File: config.mk
export PLATFORM = sky130hd
export DESIGN_NAME = cos_job_controller
export DESIGN_NICKNAME = d
export VERILOG_FILES = /design/src/rtl/cos_pkg.sv /design/src/rtl/cjc_timer.sv /design/src/rtl/cos_job_controller.sv
export SDC_FILE = /design/constraint.sdc
export NUM_CORES = 1
export LEC_CHECK = 0
export CAP_MARGIN = 10
export CORE_UTILIZATION = 40
export DETAILED_ROUTE_END_ITERATION = 6
export GPL_TIMING_DRIVEN = 0
export PLACE_DENSITY = 0.82
export SYNTH_ARGS = -nofsm -noshare
export SYNTH_HDL_FRONTEND = slang
export SYNTH_SLANG_ARGS = --single-unit
File: constraint.sdc
create_clock -name clk -period 1.8 [get_ports clk]
set_input_delay 0.27 -clock clk [delete_from_list [all_inputs] [get_ports clk]]
set_output_delay 0.27 -clock clk [all_outputs]
set_load 0.01 [all_outputs]
File: src/rtl/cos_pkg.sv
// Shared types and widths for the cos_job_controller slice.
package cos_pkg;

    typedef enum logic [1:0] {IDLE, LAUNCH, WAIT, HOLD} cjc_state_t;

    localparam int unsigned X_W    = 10;
    localparam int unsigned Y_W    = 8;
    localparam int unsigned INT_W  = 2;
    localparam int unsigned FRAC_W = 8;

endpackage

File: src/rtl/cjc_timer.sv
// Loadable up-counter with terminal-count compare. tc is high while the count
// equals `last`, so a limit of N is reached on the N-th enabled cycle after a clear.
module cjc_timer #(
    parameter int unsigned CNT_W = 10
) (
    input  logic             clk,
    input  logic             rst,
    input  logic             clr,
    input  logic             en,
    input  logic [CNT_W-1:0] last,
    output logic             tc
);

    logic [CNT_W-1:0] cnt_q, cnt_d;

    // Next count: clear has priority over increment.
    always_comb begin
        cnt_d = cnt_q;
        if (clr) begin
            cnt_d = '0;
        end else if (en) begin
            cnt_d = cnt_q + CNT_W'(1);
        end
    end

    // Count register.
    always_ff @(posedge clk or posedge rst) begin
        if (rst) begin
            cnt_q <= '0;
        end else begin
            cnt_q <= cnt_d;
        end
    end

    assign tc = (cnt_q == last);

endmodule

File: src/rtl/cos_job_controller.sv
// Initiator-side job controller for the coss cosine engine: accepts a request,
// pulses start for START_CYCLES cycles, waits for a done rising edge or a
// timeout, and returns the result on a valid/ready response port.
module cos_job_controller
    import cos_pkg::*;
#(
    parameter int unsigned START_CYCLES = 2,
    parameter int unsigned TIMEOUT      = 1023,
    parameter int unsigned CNT_W        = 10
) (
    input  logic              clk,
    input  logic              rst,
    input  logic              req_valid,
    output logic              req_ready,
    input  logic [X_W-1:0]    req_x,
    input  logic [Y_W-1:0]    req_y,
    output logic              cos_start,
    output logic [X_W-1:0]    cos_x,
    output logic [Y_W-1:0]    cos_y,
    input  logic              cos_done,
    input  logic [INT_W-1:0]  cos_intpart,
    input  logic [FRAC_W-1:0] cos_fracpart,
    output logic              rsp_valid,
    input  logic              rsp_ready,
    output logic [INT_W-1:0]  rsp_int,
    output logic [FRAC_W-1:0] rsp_frac,
    output logic              rsp_timeout,
    output logic              busy
);

    // The timer compares against count-1 so "last" is hit on the N-th cycle.
    localparam logic [CNT_W-1:0] START_LAST   = CNT_W'(START_CYCLES - 1);
    localparam logic [CNT_W-1:0] TIMEOUT_LAST = CNT_W'(TIMEOUT - 1);

    cjc_state_t        state_q, state_d;
    logic              cos_start_q, cos_start_d;
    logic [X_W-1:0]    cos_x_q, cos_x_d;
    logic [Y_W-1:0]    cos_y_q, cos_y_d;
    logic              rsp_valid_q, rsp_valid_d;
    logic [INT_W-1:0]  rsp_int_q, rsp_int_d;
    logic [FRAC_W-1:0] rsp_frac_q, rsp_frac_d;
    logic              rsp_timeout_q, rsp_timeout_d;
    logic              done_q;
    logic              done_rise;
    logic              timer_clr, timer_en, timer_tc;
    logic [CNT_W-1:0]  timer_last;

    // done_q tracks cos_done every cycle, so a done left high from an
    // earlier job never looks like a fresh edge once WAIT is entered.
    assign done_rise = cos_done & ~done_q;

    // One timer serves both the start-pulse length and the WAIT timeout.
    cjc_timer #(
        .CNT_W (CNT_W)
    ) u_timer (
        .clk  (clk),
        .rst  (rst),
        .clr  (timer_clr),
        .en   (timer_en),
        .last (timer_last),
        .tc   (timer_tc)
    );

    // Next-state and datapath register updates.
    always_comb begin
        state_d       = state_q;
        cos_start_d   = cos_start_q;
        cos_x_d       = cos_x_q;
        cos_y_d       = cos_y_q;
        rsp_valid_d   = rsp_valid_q;
        rsp_int_d     = rsp_int_q;
        rsp_frac_d    = rsp_frac_q;
        rsp_timeout_d = rsp_timeout_q;
        timer_clr     = 1'b0;
        timer_en      = 1'b0;
        timer_last    = START_LAST;

        unique case (state_q)
            IDLE: begin
                if (req_valid) begin
                    cos_x_d     = req_x;
                    cos_y_d     = req_y;
                    cos_start_d = 1'b1;
                    timer_clr   = 1'b1;
                    state_d     = LAUNCH;
                end
            end
            LAUNCH: begin
                timer_en = 1'b1;
                if (timer_tc) begin
                    cos_start_d = 1'b0;
                    timer_clr   = 1'b1;
                    state_d     = WAIT;
                end
            end
            WAIT: begin
                timer_last = TIMEOUT_LAST;
                timer_en   = 1'b1;
                // A done edge in the timeout cycle still returns real data.
                if (done_rise) begin
                    rsp_int_d     = cos_intpart;
                    rsp_frac_d    = cos_fracpart;
                    rsp_timeout_d = 1'b0;
                    rsp_valid_d   = 1'b1;
                    state_d       = HOLD;
                end else if (timer_tc) begin
                    rsp_int_d     = '0;
                    rsp_frac_d    = '0;
                    rsp_timeout_d = 1'b1;
                    rsp_valid_d   = 1'b1;
                    state_d       = HOLD;
                end
            end
            HOLD: begin
                if (rsp_ready) begin
                    rsp_valid_d = 1'b0;
                    state_d     = IDLE;
                end
            end
            default: state_d = IDLE;
        endcase
    end

    // State, datapath and done-history registers.
    always_ff @(posedge clk or posedge rst) begin
        if (rst) begin
            state_q       <= IDLE;
            cos_start_q   <= 1'b0;
            cos_x_q       <= '0;
            cos_y_q       <= '0;
            rsp_valid_q   <= 1'b0;
            rsp_int_q     <= '0;
            rsp_frac_q    <= '0;
            rsp_timeout_q <= 1'b0;
            done_q        <= 1'b0;
        end else begin
            state_q       <= state_d;
            cos_start_q   <= cos_start_d;
            cos_x_q       <= cos_x_d;
            cos_y_q       <= cos_y_d;
            rsp_valid_q   <= rsp_valid_d;
            rsp_int_q     <= rsp_int_d;
            rsp_frac_q    <= rsp_frac_d;
            rsp_timeout_q <= rsp_timeout_d;
            done_q        <= cos_done;
        end
    end

    assign req_ready   = (state_q == IDLE);
    assign busy        = (state_q != IDLE);
    assign cos_start   = cos_start_q;
    assign cos_x       = cos_x_q;
    assign cos_y       = cos_y_q;
    assign rsp_valid   = rsp_valid_q;
    assign rsp_int     = rsp_int_q;
    assign rsp_frac    = rsp_frac_q;
    assign rsp_timeout = rsp_timeout_q;

endmodule

==> metrics.txt, run 1 <==
status finished, final reports clean; Syn Nets 200; RSZ-0062 raised after global routing yes; main flop type after synthesis dfrtp_1; #FFs+latches synth 44; Root Buffer clkbuf_8; Worst slew margin roughly two fifths; max-slew violation count 0; Global Route Usage Sum 16.5%; TritonCTS sink count 44; largest fanout on the critical path 5; first-pass GRT wire length 6.66 mm; DR WL/cell 14.0 um; crit-path cells inv_2 -> ha_4 -> nor4_2 -> and3_4 -> buf_6 -> or4_1 -> a31o_1; Die Ht between 70 and 80 um; RePlAce Congestion slightly above 0.8; diode count 0; grt met1 use 22.4%; post-synthesis sequential area ratio 54.7%; final core occ between 60% and 70%; Starting Density ~42%; largest net degree at the start of global routing 45; Worst-Skew Late Latency around 300 ps; warnings from Yosys 0; dominant cell type by area after synthesis dfrtp_1; minimum clock period after layout about 1800 ps; post-place setup slack -159 ps; Core Footprint 0.00479 mm2; Worst setup EP type flip-flop; routed wire length between 4 and 5 mm; DRT iter0 DRCs roughly 70; Post-synth EDFFs 0; top-area cell type share of the netlist area 54.7%; synth top area cells dfrtp_1 55%, mux2_2 11%, a22o_1 4.3%, nor3_1 3.5%, ha_1 3.1%; Via density ~5.0; final cell count without fillers between 300 and 400; Fmax achieved ~0.57 GHz; synthesized cell area a little over 0.002 mm2; cell count after synthesis 162; CTS tree yes; Max VDD drop 1.01 mV; PD cells around 1600 mW/mm2; Distinct cells, synth 42; Final nets approximately 280; Synth async-reset ratio 100%; total grt overflow 0; min-delay worst type in2reg; post-route clock period utilization 98.0%; startpoint types flip-flop; MaxCap Viol Count 0; # rows 25; Fin Clk Skew between 9 and 10 ps; Worst Setup Slack, final 35.4 ps; HPWL after detailed placement 2.94 mm; CP Data Arrival Time a little under 2000 ps; Design Area, Final around 0.003 mm2; actual slew at the worst max-slew pin around 900 ps; area of the die 0.00532 mm2; cts bufs inserted 5; H-tree level count 2; hold_ws between 400 and 500 ps; met2 Use GR around 26%; initial antenna violation count 0; IO Pins between 60 and 70; Die Width 73.0 um; GRT Max-Usage Layer met2; CP max stage cell or4_1; Final Hold Viols 0; final setup vio count 0; critical path class reg2reg; grt met3 use 4.83%; port buffer count between 60 and 70; Worst-path clk slew 70 ps; Post-DRT Antenna Nets 0; syn avg cell area approximately 12 um2; ratio of cells with drive above 1 in the final layout 22.1%; DRT Pass-1 Iters 4; Static Leak between 1 and 1.5 nW; area of placed instances about 0.0028 mm2; Area Overhead vs Synth 46.5%; drt drc 0; vias in the first global route around 1400; Worst EP required approximately 2000 ps; dpl cells about 290; CP peak stage delay between 400 and 500 ps; Clock Path Buffers 2; Vias 1541
## layer usage
metal / vias up / wire length [um]
met5: - / 0
met4: 0 / 34
met3: 4 / 214
met2: 46 / 2070
met1: 749 / 1970
li1: 742 / -
## cells in the final DEF, fill, tap and decap left out, types with 2 or more instances in the layout
cell type / synthesis / final
clkbuf_1: 2 / 3
inv_1: 7 / 5
nand3_1: 4 / 4
nor2_1: 3 / 3
clkbuf_8: 0 / 5
a22o_1: 10 / 10
nor4_2: 0 / 2
o31ai_4: 1 / 2
xnor2_1: 5 / 5
nand4_1: 2 / 2
nor3_1: 14 / 13
buf_6: 1 / 2
dfrtp_1: 44 / 44
nand2_1: 5 / 5
o22ai_1: 2 / 2
ha_1: 5 / 3
clkdlybuf4s50_1: 0 / 63
nor2b_1: 2 / 2
a21oi_1: 3 / 3
buf_2: 4 / 2
inv_2: 0 / 2
mux2_2: 19 / 18
xor2_1: 4 / 4
dlygate4sd2_1: 0 / 2
buf_4: 1 / 7
## kinds of logic after synthesis
group | after synthesis | synth area share, %
simple gates | 46 | 14.0
flops | 44 | 54.7
compound gates | 22 | 9.32
mux | 20 | 11.1
buf+inv | 16 | 3.85
xor+xnor | 9 | 3.91
fa+ha+maj | 5 | 3.11
## power breakdown
part	switching, W	internal [W]
logic	0.000985	0.00143
registers	0.000252	0.00141
clock network	0.000323	0.000412
total	0.00156	0.00324
## cell usage after synthesis, types with 2 or more instances
library cell / n
nor4_1: 3
inv_1: 7
a21oi_1: 3
nand3_1: 4
nand2_1: 5
mux2_2: 19
nor2b_1: 2
o22ai_1: 2
nor3_1: 14
nand4_1: 2
ha_1: 5
clkbuf_1: 2
xor2_1: 4
dfrtp_1: 44
xnor2_1: 5
a22o_1: 10
nor2_1: 3
buf_2: 4
## area by class of cell
class	instances	area, um2
plain buffers	8	48.8
clock inverters	2	35.0
well taps	67	83.8
multi-input cells	102	886
fillers	386	1840
clock buffers	6	72.6
flip-flops and latches	44	1100
inverters	7	26.3
repair buffers	71	697
## metrics by stage
stage	setup TNS (ps)	total power, W
2_1_floorplan	-134	0.00292
3_3_place_gp	-18310	0.00390
3_5_place_dp	-3480	0.00397
4_1_cts	0	0.00483
5_1_grt	-45.8	0.00510
6_report	0	0.00480
## worst max-delay path: cells and delay by family, from the launching register on
| kind | cells | cell delay (ps) |
|---|---|---|
| AOI/OAI and AO/OA | 1 | 190 |
| adders and majority gates | 1 | 170 |
| buffers and inverters | 2 | 230 |
| DFF | 1 | 390 |
| and+or+nand+nor | 3 | 670 |
## final timing paths
check / start / to / slack [ps] / cells after the start
worst min register to register: rsp_frac[4]$_DFFE_PP0P_ / rsp_frac[4]$_DFFE_PP0P_ / 500 / 1
worst max-delay path: state_q[0]$_DFFE_PP0P_ / rsp_valid$_DFFE_PP0P_ / 40 / 7
worst max register to register: state_q[0]$_DFFE_PP0P_ / rsp_valid$_DFFE_PP0P_ / 40 / 7
min in group asynchronous: rst / u_timer.cnt_q[0]$_DFFE_PP0P_ / 490 / 2
worst min-delay path: cos_done / done_q$_DFF_PP0_ / 480 / 1
max in group asynchronous: rst / state_q[0]$_DFFE_PP0P_ / 750 / 2
## state kept, by name (all words and copies together) (netlist names)
name,count
cos_start,1
cos_x,10
cos_y,8
done_q,1
rsp_frac,8
rsp_int,2
rsp_timeout,1
rsp_valid,1
state_q,2
u_timer.cnt_q,10
## what timing repair did
action                     CTS  global route
buffers inserted             6             0
hold buffers                 0             0
pin swaps                    5             1
setup endpoints to repair   35            16
resized for setup            7             5
No activity file was read; power rests on OpenSTA's default activity.
==> run 2: changes to the inputs <==
Settings changed: PLACE_DENSITY 0.82 to 0.79.
Clock period 1.8 ns to 2.05 ns, I/O delays scaled along.
==> metrics.txt, run 2 (synthesis gave the netlist of run 1 again) <==
Max VDD drop 0.660 mV (-34%); Core Footprint 0.00479 mm2 (unchanged); HPWL after detailed placement 3.09 mm (+5.1%); Fin Clk Skew 3.45 ps (-6.01 ps); post-place setup slack -66.3 ps (+92.6 ps); Via density 5.05 (+0.67%); Area Overhead vs Synth 43.7%; Worst-Skew Late Latency 290 ps (about the same); drt drc 0 (unchanged); CTS tree yes; RSZ-0062 raised after global routing no; vias in the first global route 1486 (+4.2%); Post-DRT Antenna Nets 0 (unchanged); ratio of cells with drive above 1 in the final layout 18.7% (-3.4 points); Die Width 73.0 um (unchanged); Fin Setup TNS 0 ps (unchanged); CP Data Arrival Time 2130 ps (+190 ps); min-delay worst type reg2reg; Worst setup EP type flip-flop; DRT Pass-1 Iters 4 (unchanged); R2R setup slack 100 ps (+70 ps); Die Ht 73.0 um (unchanged); total grt overflow 0 (unchanged); IO Pins 66 (unchanged); most frequent cells in the layout 64 x clkdlybuf4s50_1, 44 x dfrtp_1, 19 x mux2_2; Vias 1526 (-0.97%); initial antenna violation count 0 (unchanged); routed wire length 4.28 mm (-0.16%); port buffer count 65 (unchanged); actual slew at the worst max-slew pin 895 ps (-0.403 ps); DR WL/cell 14.2 um (+1.5%); Global Route Usage Sum 16.9% (+0.35 points); # rows 25 (unchanged); post-route clock period utilization 95.1% (-2.9 points); Root Buffer clkbuf_8; MaxCap Viol Count 0 (unchanged); RePlAce Congestion 0.853 (+3.3%); PD cells 1450 mW/mm2 (-11%); Worst slew margin 40.2% (about the same); max-slew violation count 0 (unchanged); first-pass GRT wire length 6.80 mm (+2.1%); cts bufs inserted 5 (unchanged); Final nets 272 (-1.8%); Final Hold Viols 0 (unchanged); Worst Setup Slack, final 100 ps (+65.1 ps); Worst EP required 2230 ps (+250 ps); DRT iter0 DRCs 59 (-18%); Static Leak 1.23 nW (-2.0%); PnR Total Power 0.00419 W (-13%); largest fanout on the critical path 9 (+4); Clock Path Buffers 2 (unchanged); Fmax achieved 0.513 GHz (-9.5%); status finished, final reports clean; largest net degree at the start of global routing 45 (unchanged); minimum clock period after layout 1950 ps (+185 ps); final setup vio count 0 (unchanged); hold_ws 508 ps (+32.8 ps); area of the die 0.00532 mm2 (unchanged); Design Area, Final 0.00289 mm2 (-1.9%); Starting Density 42.1% (unchanged); TritonCTS sink count 44 (unchanged); Worst-path clk slew 80 ps (about the same); critical path class reg2reg; H-tree level count 2 (unchanged); commonest non-fill, non-tap cell in the layout clkdlybuf4s50_1; startpoint types flip-flop; diode count 0 (unchanged); area of placed instances 0.00275 mm2 (-0.77%)
[run 2: report_power, final]
| group | internal (W) | leakage [nW] | total [W] | switching [W] |
|---|---|---|---|---|
| clock network | 0.000430 | 0.0645 | 0.000717 | 0.000287 |
| logic | 0.00118 | 0.618 | 0.00202 | 0.000837 |
| registers | 0.00124 | 0.544 | 0.00146 | 0.000223 |
[run 2: per-layer routing]
layer | part of all wire [%] | up-vias | global-route usage [%] | routed length [um]
li1 | - | 726 | - | -
met1 | 44 | 734 | 20.1 | 1880
met3 | 6.3 | 8 | 4.42 | 270
met5 | 0 | - | 0 | 0
met4 | 1.8 | 0 | 7.41 | 77
met2 | 48 | 58 | 28.8 | 2050
[run 2: path summary, 6_finish.rpt]
path / startpoint / to / cells after the start
setup / recovery: state_q[0]$_DFFE_PP0P_ / rsp_valid$_DFFE_PP0P_ / 8
hold / removal: cos_x[9]$_DFFE_PP0P_ / cos_x[9]$_DFFE_PP0P_ / 1
setup reg to reg: state_q[0]$_DFFE_PP0P_ / rsp_valid$_DFFE_PP0P_ / 8
hold reg to reg: cos_x[9]$_DFFE_PP0P_ / cos_x[9]$_DFFE_PP0P_ / 1
max in group asynchronous: rst / cos_x[0]$_DFFE_PP0P_ / 2
min in group asynchronous: rst / cos_y[1]$_DFFE_PP0P_ / 2
[run 2: cell type report]
class	instances	area, um2
fillers	397	1890
flip-flops and latches	44	1100
multi-input cells	102	850
repair buffers	65	649
clock buffers	7	96.3
well taps	67	83.8
plain buffers	9	57.6
clock inverters	1	30.0
inverters	7	26.3
[run 2: metrics by stage]
step	instances	utilization (%)
5_1_grt	302	60.5
2_1_floorplan	162	-
3_3_place_gp	294	57.4
4_1_cts	302	60.2
3_5_place_dp	294	57.4
6_report	302	60.5
[run 2: timing repair]
item	in CTS	in global routing
hold buffers	0	0
pin swaps	0	1
resized for setup	2	4
endpoints found under the setup margin	10	16
buffers inserted	0	0
cloned	0	0
hold endpoints to repair	0	0
[run 2: worst max-delay path, stage by stage (launching register included)]
cell	delay [ps]
dfrtp_1	410
inv_2	80
ha_1	160
buf_6	140
nor4_1	60
and3_4	180
buf_6	130
or4_1	460
a31o_1	220
==> run 3: changes to the inputs <==
Settings changed: SLEW_MARGIN set to 20.
==> metrics.txt, run 3 (synthesis gave the netlist of run 1 again) <==
crit-path cells inv_2 -> ha_1 -> buf_6 -> nor4_1 -> and3_4 -> buf_6 -> or4_1 -> a31o_1; Filler Cell Count 399 (+0.50%); grt met1 use 20.9% (+0.82 points); multi-input logic area 841 um2 (-1.0%); first-pass GRT wire length 6.87 mm (+1.0%); Fin Clk Skew 7.31 ps (+3.86 ps); commonest non-fill, non-tap cell in the layout clkdlybuf4s50_1; Via density 5.12 (+1.3%); met2 Use GR 29.1% (+0.31 points); CP Data Arrival Time 2150 ps (+20 ps); total grt overflow 0 (unchanged); R2R depth 8 (unchanged); post-place setup slack -75.0 ps (-8.77 ps); Die Width 73.0 um (unchanged); Core Footprint 0.00479 mm2 (unchanged); PD cells 1420 mW/mm2 (-1.9%); Starting Density 42.1% (unchanged); Final Hold Viols 0 (unchanged); TritonCTS sink count 44 (unchanged); DRT iter0 DRCs 67 (+14%); vias in the first global route 1488 (+0.13%); CP max stage cell or4_1; H-tree level count 2 (unchanged); diode count 0 (unchanged); max-slew violation count 0 (unchanged); startpoint types flip-flop; CP Buf/Inv Count 3 (unchanged); routed wire length 4.30 mm (+0.54%); # rows 25 (unchanged); Worst-Skew Late Latency 290 ps (about the same); cell family with most CP delay simple AND/OR/NAND/NOR gates; IO Pins 66 (unchanged); CP peak stage delay 470 ps (about the same); status finished, final reports clean; register area 0.00110 mm2 (unchanged); Worst Setup Slack, final 82.6 ps (-17.9 ps); Worst-path clk slew 80 ps (about the same); min-delay worst type in2async; HPWL after detailed placement 3.19 mm (+3.1%); Fmax achieved 0.508 GHz (-0.91%); post-route clock period utilization 96.0% (+0.87 points); RSZ-0062 raised after global routing no; Post-CTS Hold Buffers 0 (unchanged); area of the die 0.00532 mm2 (unchanged); Final nets 273 (+0.37%); Worst setup EP type flip-flop; Area Overhead vs Synth 42.9%; Clock Path Buffers 2 (unchanged); largest net degree at the start of global routing 30 (-33%); Post-DRT Antenna Nets 0 (unchanged); largest fanout on the critical path 9 (unchanged); drt drc 0 (unchanged); DR WL/cell 14.3 um (+0.87%); Worst EP required 2230 ps (about the same); MaxCap Viol Count 0 (unchanged); ratio of cells with drive above 1 in the final layout 18.4% (-0.35 points); cts bufs inserted 5 (unchanged); cell mode on critical path buf_6; Die Ht 73.0 um (unchanged); WP depth 8 (unchanged); Vias 1540 (+0.92%); final setup vio count 0 (unchanged); grt met3 use 4.28% (-0.14 points); RePlAce Congestion 0.853 (unchanged); Static Leak 1.22 nW (-0.51%); Post-CTS Setup Bufs 0 (unchanged); minimum clock period after layout 1970 ps (+17.9 ps); CTS tree yes; Max VDD drop 0.697 mV (+5.5%); hold_ws 300 ps (-208 ps); Root Buffer clkbuf_8; initial antenna violation count 0 (unchanged); actual slew at the worst max-slew pin 492 ps (-404 ps); DRT Pass-1 Iters 4 (unchanged); port buffer count 65 (unchanged); GRT Max-Usage Layer met2; most frequent cells in the layout 64 x clkdlybuf4s50_1, 44 x dfrtp_1, 19 x mux2_2; critical path class reg2reg; Global Route Usage Sum 17.0% (+0.12 points); Worst slew margin 67.0% (+27 points)
run 3: cell type report:
class                      instances  share of cell area [%]
tap                               67                    2.91
timing repair buffer              66                    23.3
clock inverter                     1                    1.04
buffer                             9                    2.00
sequential                        44                    38.3
inverter                           7                   0.913
clock buffer                       5                    2.39
multi-input combinational        102                    29.2
run 3: timing repair:
item	in CTS	in global routing
setup endpoints to repair	10	27
gates resized for setup	2	3
pin swaps	0	1
gates cloned	0	0
run 3: power breakdown:
group / switching (W) / total [W] / leakage, nW / internal [W]
sequential: 0.000229 / 0.00147 / 0.544 / 0.00124
clock: 0.000270 / 0.000620 / 0.0501 / 0.000350
combinational: 0.000833 / 0.00200 / 0.626 / 0.00117
total: 0.00133 / 0.00409 / 1.22 / 0.00276
run 3: layer usage:
metal / part of all wire (%) / vias up
met3: 5.2 / 4
met4: 1.1 / 0
met1: 43 / 761
met2: 50 / 45
li1: - / 730
met5: 0 / -
run 3: stage by stage:
stage / setup TNS (ps) / instances / total power [W] / cell area [um2] / utilization, %
global placement: -7330 / 294 / 0.00340 / 2750 / 57.4
CTS: 0 / 301 / 0.00411 / 2870 / 60.0
floorplan: 0 / 162 / 0.00254 / 2010 / -
finish: 0 / 301 / 0.00409 / 2880 / 60.1
global route: 0 / 301 / 0.00435 / 2880 / 60.1
detailed placement: -655 / 295 / 0.00348 / 2770 / 57.9
run 3: worst paths after layout:
kind / startpoint / end / slack [ps]
max in group asynchronous: rst / cos_x[1]$_DFFE_PP0P_ / 1290
max reg2reg: state_q[0]$_DFFE_PP0P_ / rsp_valid$_DFFE_PP0P_ / 80
min: rst / rsp_frac[6]$_DFFE_PP0P_ / 300
min in group clk: cos_y[4]$_DFFE_PP0P_ / cos_y[4]$_DFFE_PP0P_ / 510
max: state_q[0]$_DFFE_PP0P_ / rsp_valid$_DFFE_PP0P_ / 80
min reg2reg: cos_y[4]$_DFFE_PP0P_ / cos_y[4]$_DFFE_PP0P_ / 510
